### src/rtl/count_frame_tx.sv
// Snapshots two event counters on Capture and streams them as one byte-wide frame:
// HEADER, Count0 bytes (MSB first), Count1 bytes (MSB first), XOR checksum of the data bytes.
module count_frame_tx #(
  parameter int          WIDTH  = 64,
  parameter logic [7:0]  HEADER = 8'hA5
) (
  input  logic             Clk,
  input  logic             Reset,
  input  logic [WIDTH-1:0] Count0,
  input  logic [WIDTH-1:0] Count1,
  input  logic             Capture,
  output logic [7:0]       Dout,
  output logic             Dout_valid,
  input  logic             Dout_ready,
  output logic             Dout_last,
  output logic             Busy,
  output logic             Drop
);

  localparam int NB = WIDTH / 8;
  localparam int CW = (NB > 1) ? $clog2(NB) : 1;
  localparam logic [CW-1:0] CNT_LAST = CW'(NB - 1);

  typedef enum logic [2:0] {
    IDLE = 3'd0,
    HDR  = 3'd1,
    C0   = 3'd2,
    C1   = 3'd3,
    SUM  = 3'd4
  } state_t;

  // cnt is the number of bytes of this word already sent, so byte NB-1-cnt goes next.
  function automatic logic [7:0] byte_sel(input logic [WIDTH-1:0] v, input logic [CW-1:0] cnt);
    logic [WIDTH-1:0] sh;
    sh = v >> (8 * (NB - 1 - int'(cnt)));
    return sh[7:0];
  endfunction

  function automatic logic [7:0] xor_acc(input logic [7:0] acc, input logic [7:0] b);
    return acc ^ b;
  endfunction

  state_t           state_r, state_nx;
  logic [CW-1:0]    cnt_r, cnt_nx;
  logic [WIDTH-1:0] snap0_r, snap1_r;
  logic [7:0]       csum_r, csum_nx;
  logic [7:0]       dout_r, dout_nx;
  logic             valid_r, valid_nx;
  logic             last_r, last_nx;
  logic             busy_r, busy_nx;
  logic             drop_r, drop_nx;
  logic             load_s;
  logic             xfer_s;

  assign xfer_s = valid_r && Dout_ready;

  // Next-state, next-output and checksum logic.
  always_comb begin
    state_nx = state_r;
    cnt_nx   = cnt_r;
    csum_nx  = csum_r;
    dout_nx  = dout_r;
    valid_nx = valid_r;
    last_nx  = last_r;
    drop_nx  = 1'b0;
    load_s   = 1'b0;
    case (state_r)
      IDLE: begin
        if (Capture) begin
          load_s   = 1'b1;
          state_nx = HDR;
          cnt_nx   = {CW{1'b0}};
          csum_nx  = 8'h00;
          dout_nx  = HEADER;
          valid_nx = 1'b1;
          last_nx  = 1'b0;
        end else begin
          valid_nx = 1'b0;
          last_nx  = 1'b0;
        end
      end
      HDR: begin
        drop_nx = Capture;
        if (xfer_s) begin
          state_nx = C0;
          cnt_nx   = {CW{1'b0}};
          dout_nx  = byte_sel(snap0_r, {CW{1'b0}});
        end else begin
          state_nx = HDR;
        end
      end
      C0: begin
        drop_nx = Capture;
        if (xfer_s) begin
          csum_nx = xor_acc(csum_r, dout_r);
          if (cnt_r == CNT_LAST) begin
            state_nx = C1;
            cnt_nx   = {CW{1'b0}};
            dout_nx  = byte_sel(snap1_r, {CW{1'b0}});
          end else begin
            cnt_nx  = cnt_r + CW'(1'b1);
            dout_nx = byte_sel(snap0_r, cnt_r + CW'(1'b1));
          end
        end else begin
          state_nx = C0;
        end
      end
      C1: begin
        drop_nx = Capture;
        if (xfer_s) begin
          csum_nx = xor_acc(csum_r, dout_r);
          if (cnt_r == CNT_LAST) begin
            // Last data byte is folded in here so the checksum byte follows with no bubble.
            state_nx = SUM;
            cnt_nx   = {CW{1'b0}};
            dout_nx  = xor_acc(csum_r, dout_r);
            last_nx  = 1'b1;
          end else begin
            cnt_nx  = cnt_r + CW'(1'b1);
            dout_nx = byte_sel(snap1_r, cnt_r + CW'(1'b1));
          end
        end else begin
          state_nx = C1;
        end
      end
      SUM: begin
        drop_nx = Capture;
        if (xfer_s) begin
          state_nx = IDLE;
          dout_nx  = 8'h00;
          valid_nx = 1'b0;
          last_nx  = 1'b0;
        end else begin
          state_nx = SUM;
        end
      end
      default: begin
        state_nx = IDLE;
        cnt_nx   = {CW{1'b0}};
        dout_nx  = 8'h00;
        valid_nx = 1'b0;
        last_nx  = 1'b0;
      end
    endcase
    busy_nx = (state_nx != IDLE);
  end

  // Control and output registers.
  always_ff @(posedge Clk or posedge Reset) begin
    if (Reset) begin
      state_r <= IDLE;
      cnt_r   <= {CW{1'b0}};
      csum_r  <= 8'h00;
      dout_r  <= 8'h00;
      valid_r <= 1'b0;
      last_r  <= 1'b0;
      busy_r  <= 1'b0;
      drop_r  <= 1'b0;
    end else begin
      state_r <= state_nx;
      cnt_r   <= cnt_nx;
      csum_r  <= csum_nx;
      dout_r  <= dout_nx;
      valid_r <= valid_nx;
      last_r  <= last_nx;
      busy_r  <= busy_nx;
      drop_r  <= drop_nx;
    end
  end

  // Counter snapshot, frozen for the whole frame.
  always_ff @(posedge Clk or posedge Reset) begin
    if (Reset) begin
      snap0_r <= {WIDTH{1'b0}};
      snap1_r <= {WIDTH{1'b0}};
    end else if (load_s) begin
      snap0_r <= Count0;
      snap1_r <= Count1;
    end else begin
      snap0_r <= snap0_r;
      snap1_r <= snap1_r;
    end
  end

  assign Dout       = dout_r;
  assign Dout_valid = valid_r;
  assign Dout_last  = last_r;
  assign Busy       = busy_r;
  assign Drop       = drop_r;

endmodule

### config.mk
export PLATFORM = sky130hd
export DESIGN_NAME = count_frame_tx
export DESIGN_NICKNAME = d
export VERILOG_FILES = /design/src/rtl/count_frame_tx.sv
export SDC_FILE = /design/constraint.sdc
export NUM_CORES = 1
export LEC_CHECK = 0
export ABC_AREA = 1
export ABC_CLOCK_PERIOD_IN_PS = 5760
export BUFFER_PORTS_ARGS = -buffer_cell sky130_fd_sc_hd__buf_2
export CAP_MARGIN = 30
export CORE_MARGIN = 2
export CORE_UTILIZATION = 30
export DETAILED_ROUTE_END_ITERATION = 7
export PLACE_DENSITY = 0.6
export SYNTH_ARGS = -nofsm -noshare
export SYNTH_HDL_FRONTEND = slang
export SYNTH_SLANG_ARGS = --single-unit
### constraint.sdc
create_clock -name Clk -period 5.76 [get_ports Clk]
set_clock_uncertainty 0.2 [all_clocks]
set_input_delay 0.288 -clock Clk [delete_from_list [all_inputs] [get_ports Clk]]
set_output_delay 0.288 -clock Clk [all_outputs]
set_load 0.005 [all_outputs]
After elaboration in Yosys (flattened, before gate mapping)

Cells that the tools add are included.

Flip-flop bits (word level): 154
Input port bits: 132
Output and inout port bits: 12

Add/sub/neg operators: 2
Eq/ne operators: 12
Shift operators: 2
Multiplexer cells: 32
Bitwise gates (word level): 4
Reduce and logical (&&, ||, !) cells: 13

Operators by type and width:

| operator                                                          | number |
|---|---|
| 64-bit by 32-bit >> shifter with 8-bit output                     | 2 |
| 8-bit two-way mux                                                 | 9 |
| 8-bit one-hot mux with 5 select lines                             | 1 |
| 3-bit two-way mux                                                 | 10 |
| 8-bit one-hot mux with 2 select lines                             | 1 |
| 3-bit one-hot mux with 5 select lines                             | 1 |
| 2-bit != test, second input constant                              | 6 |
| 3-bit one-hot mux with 4 select lines                             | 1 |
| 4-bit AND reduction                                               | 2 |
| 8-bit XOR                                                         | 1 |
| 3-bit by 2-bit == test with 1-bit output, second input constant   | 2 |
| 3-bit == test, second input constant                              | 2 |
| 1-bit two-way mux                                                 | 6 |
| 1-bit one-hot mux with 3 select lines                             | 2 |
| 5-bit AND reduction                                               | 1 |
| 2-bit OR reduction                                                | 2 |
| 4-bit OR reduction                                                | 1 |
| 3-bit by 3-bit subtractor with 4-bit output, first input constant | 1 |
| 3-bit by 1-bit adder with 3-bit output, second input constant     | 1 |
| 3-bit by 1-bit == test with 1-bit output, second input constant   | 1 |
| 3-bit logical NOT                                                 | 1 |
| 1-bit inverter                                                    | 3 |
| 3-bit AND reduction                                               | 1 |
| 3-bit nonzero test                                                | 1 |
| other kinds (6)                                                   | 6 |

Depth between registers and ports, before layout

Depth after elaboration: 6
Mapped depth: 11
Gate-level depth less buffers: 11

Worst setup path before layout

OpenSTA, ideal clock, no wires.

Path type: reg2reg
From: reg cnt_r[0]
To: reg dout_r[1], in the netlist Dout[1]
Arrival time: 1,763 ps
Setup slack: 3,732 ps
Stages on the path, launching flop included: 12
Clock period less this slack: 2,028 ps
Cells stage by stage: dfrtp_1 ha_1 ha_1 buf_2 inv_1 clkbuf_1 nand3_1 nand3_1 nand2_1 nand3_1 nand2_1 nand2_1

Word-level cells in the longest chain between the ends: 6
Elaborated cells between the ends (all ways): 10

RTL lines:

| item                                          | RTL line | RTL |
|---|---|---|
| start, declared                               | 44       | `logic [CW-1:0] cnt_r, cnt_nx;` |
| start signal, assigned                        | 152      | `cnt_r <= {CW{1'b0}};` |
| start signal, assigned                        | 161      | `cnt_r <= cnt_nx;` |
| 3-bit by 1-bit adder with 3-bit output        | 102, 120 |  |
| 3-bit by 3-bit subtractor with 4-bit output   | 35       | `sh = v >> (8 * (NB - 1 - int'(cnt)));` |
| 64-bit by 32-bit >> shifter with 8-bit output | 35       |  |
| 8-bit two-way mux (on tied branches)          | 112, 96  |  |
| 8-bit two-way mux (on tied branches)          | 110, 94  |  |
| 8-bit one-hot mux with 5 select lines (*)     | 67       | `case (state_r)` |
| end signal, assigned                          | 163      | `dout_r <= dout_nx;` |
| end, declared                                 | 47       | `logic [7:0] dout_r, dout_nx;` |

Mark *: on every way between the ends. The rest lies on a longest branch, timed or not. The select of a mux whose other input is x is not followed.
A chain may end at the register's enable or synchronous reset.

Final worst setup path

From: reg state_r[1]
To: reg snap1_r[7]

Word-level cells in the longest chain between the ends: 2

RTL lines:

| item                   | RTL line | RTL |
|---|---|---|
| start, declared        | 43       | `state_t state_r, state_nx;` |
| start signal, assigned | 160      | `state_r <= state_nx;` |
| 3-bit logical NOT      | 67       |  |
| 1-bit two-way mux      | 67       |  |
| end signal, assigned   | 175      | `snap1_r <= {WIDTH{1'b0}};` |
| end signal, assigned   | 178      | `snap1_r <= Count1;` |
| end signal, assigned   | 181      | `snap1_r <= snap1_r;` |
| end, declared          | 45       | `logic [WIDTH-1:0] snap0_r, snap1_r;` |

Every way passes these cells.

==> impl_metrics.toml <==
[setup_path]
cp_slowest_stage_delay_ns = 0.96
worstSetupStartpointType = "flip-flop"
crit_path_max_fanout = 67
path_cells = "nor2_2 -> nand2_4 -> nor2_8 -> clkinv_2 -> buf_4 -> nand2_1 -> nand2_1"
cp_slowest_cell = "clkinv_2"
critPathRequiredTime_ns = 5.88
critPathCaptureType = "flip-flop"
crit_arrival_ns = 3.51
crit_type = "flip-flop to flip-flop"
cp_common_cell = "nand2_1"

[cts]
postCtsSetupRepairBufs = 0
clkSinkCount = 154
clockRootBuffer = "clkbuf_16"
cts_made_buffers = 17
path_clk_slew_ns = 0.06
clkLatencyLatePin_ns = 0.43
cts_max_level = 4
cts_tree = "built"
cts_resized = 0
cts_buffer_depth = 2
cts_hold_buf = 129

[sta]
relSlewSlack = 0.3615
period_share = 0.5884
setup_tns_ns = 0
maxSlewViolCount = 0
rsz0062_at_grt = "false"
setup_viol = 0
fmax_mhz = 295.1
finalCriticalPeriod_ns = 3.389
tightestPinTransition_ns = 0.9567
hold_viol = 0
layout_setup_ws_ns = 2.371

[floorplan]
rows = 58
die_y_microns = 162.7
io-pin-count = 144
core_sq_um = 24960
start_util = 0.3025
die_area_sq_um = 26460
die_x_microns = 162.7

[global_routing]
grt_pass1_vias = 7241
grt_start_max_net_pins = 90
met2_usage = 0.3095
grt_pass1_wl_mm = 39.16
grt_antenna_before_repair = 0
met3_usage = 0.03692
grt_most_used_layer = "met2"
gr-total-overflow = 0
grt_usage = 0.1910
use_met1 = 0.2695

[final_layout]
final_nets = 1393
fin_util = 0.4159
fillers = 2581
final_common_cell = "nand2_1"
area_delta_synth_final_pct = 37.50
layout_common_cells = "nand2_1, dfrtp_1, buf_2, nand3_1, dlygate4sd3_1"
fin_cells = 1601
antenna_cells = 0
drive_gt1_frac = 0.1589

[synth]
yosysWarnings = 0
synth_edf_count = 0
async_reset_ff_frac = 1.000
syn_area_per_cell_sq_um = 7.410
synthFlopType = "dfrtp_1"
ys_seq_elements = 154
syn-instance-count = 1019
syn_nets = 1153
synth_area_sq_um = 7551
yosysSeqAreaShare = 0.5104
synth.distinct_cells = 30

[routing]
firstDrtPassIters = 5
drtAntennaViolNets = 0
routed_wl_mm = 24.24
avgRoutedWirePerCell_microns = 15.14
vias_per_cell = 4.581
drtIter0Drc = 501
vias = 7334
post-route-drc-count = 0

[pwr]
p_int_w = 0.003110
clkPwrFrac = 0.214
seqPwrFrac = 0.344
power.share.switching = 0.4248
p_comb_frac = 0.442
powerDensity_nw_per_um2 = 520.8
p_total_w = 0.005408
p_leak_nw = 5.442
peakVddDrop_uv = 285.8
switchingPower_w = 0.002297

[place]
gp_congestion = 0.8219
io_buffers = 143
dp_hpwl_mm = 15.98
dpl.cell_count = 1441
pre_cts_slack_ns = 2.347

[worst_hold_path]
holdCritPathClass = "primary input to flip-flop"

[outcome]
status = "finished, final reports clean"

[run]
drv_cap = 0
power by group through the flow:
stage | combinational (W) | sequential, W | clock (W)
after detailed placement | 0.00234 | 0.00187 | 0
after floorplan | 0.00166 | 0.00178 | 0
after CTS | 0.00242 | 0.00186 | 0.00117
after global placement | 0.00227 | 0.00187 | 0
after global routing | 0.00272 | 0.00193 | 0.00122
final | 0.00239 | 0.00186 | 0.00116
worst paths after layout:
path / slack (ns) / startpoint / cells after the start / to
worst min register to register: 0.27 / snap0_r[42] / 2 / snap0_r[42]
max in group asynchronous: 3.56 / Reset / 4 / snap1_r[55]
worst max register to register: 2.37 / state_r[1] / 7 / snap1_r[7]
worst min-delay path: 0.09 / Capture / 3 / Drop
worst max-delay path: 2.37 / state_r[1] / 7 / snap1_r[7]
min in group asynchronous: 0.39 / Reset / 3 / snap1_r[36]
cells by family after synthesis:
kind of cell               count (synthesis)  share of synthesized area
DFF                                      154                     0.5104
adders and majority gates                  2                   0.003313
xor gates and xnor gates                   8                   0.009280
and+or+nand+nor                          713                     0.3862
buffers and inverters                     99                    0.05882
AOI/OAI and AO/OA                         43                    0.03198
synth_stat cells, types with 2 or more instances:
library cell	number	area (sq um)
inv_2	4	15.01
a21oi_1	14	70.07
nand2_2	3	18.77
o21ai_0	24	120.1
buf_2	31	155.2
nand3_1	134	670.6
ha_1	2	25.02
xor2_1	7	61.31
buf_6	2	22.52
nor2_1	8	30.03
inv_1	35	131.4
nand2_4	4	45.04
nor2_2	3	18.77
clkbuf_1	14	52.55
dfrtp_1	154	3854
buf_1	7	26.28
buf_4	4	30.03
nand2_1	557	2091
state kept, by name, summed over array words and instances (netlist names):
name,cells
csum_r,8
state_r,3
Drop,1
snap1_r,64
snap0_r,64
Dout,8
Dout_last,1
Busy,1
Dout_valid,1
cnt_r,3
through the flow:
step | cell area (sq um) | hold WS, ns
5_1_grt | 10380 | 0.1208
4_1_cts | 10380 | 0.09387
2_1_floorplan | 7551 | 0.2046
3_5_place_dp | 8488 | 0.2587
3_3_place_gp | 8441 | 0.2540
6_report | 10380 | 0.08517
routing by layer:
| layer | part of all wire | up-vias |
|---|---|---|
| met4 | 0.0093 | 0 |
| met5 | 0 | - |
| li1 | - | 3655 |
| met1 | 0.47 | 3450 |
| met2 | 0.47 | 213 |
| met3 | 0.049 | 16 |
worst max-delay path, delay by kind of cell, from the launching register on:
family	cells	cell delay (ns)
buf+inv	2	1.53
simple gates	5	1.06
flops	1	0.43
area by class of cell:
cell class	count	area, sq um	area share
Tap cell	330	412.9	0.03977
Clock inverter	10	142.6	0.01374
Inverter	40	158.9	0.01530
Timing Repair Buffer	280	2100	0.2022
Multi-Input combinational cell	766	3253	0.3133
Clock buffer	21	460.4	0.04435
Sequential cell	154	3855	0.3713
Note: power is estimated with default switching activity, not from simulation.
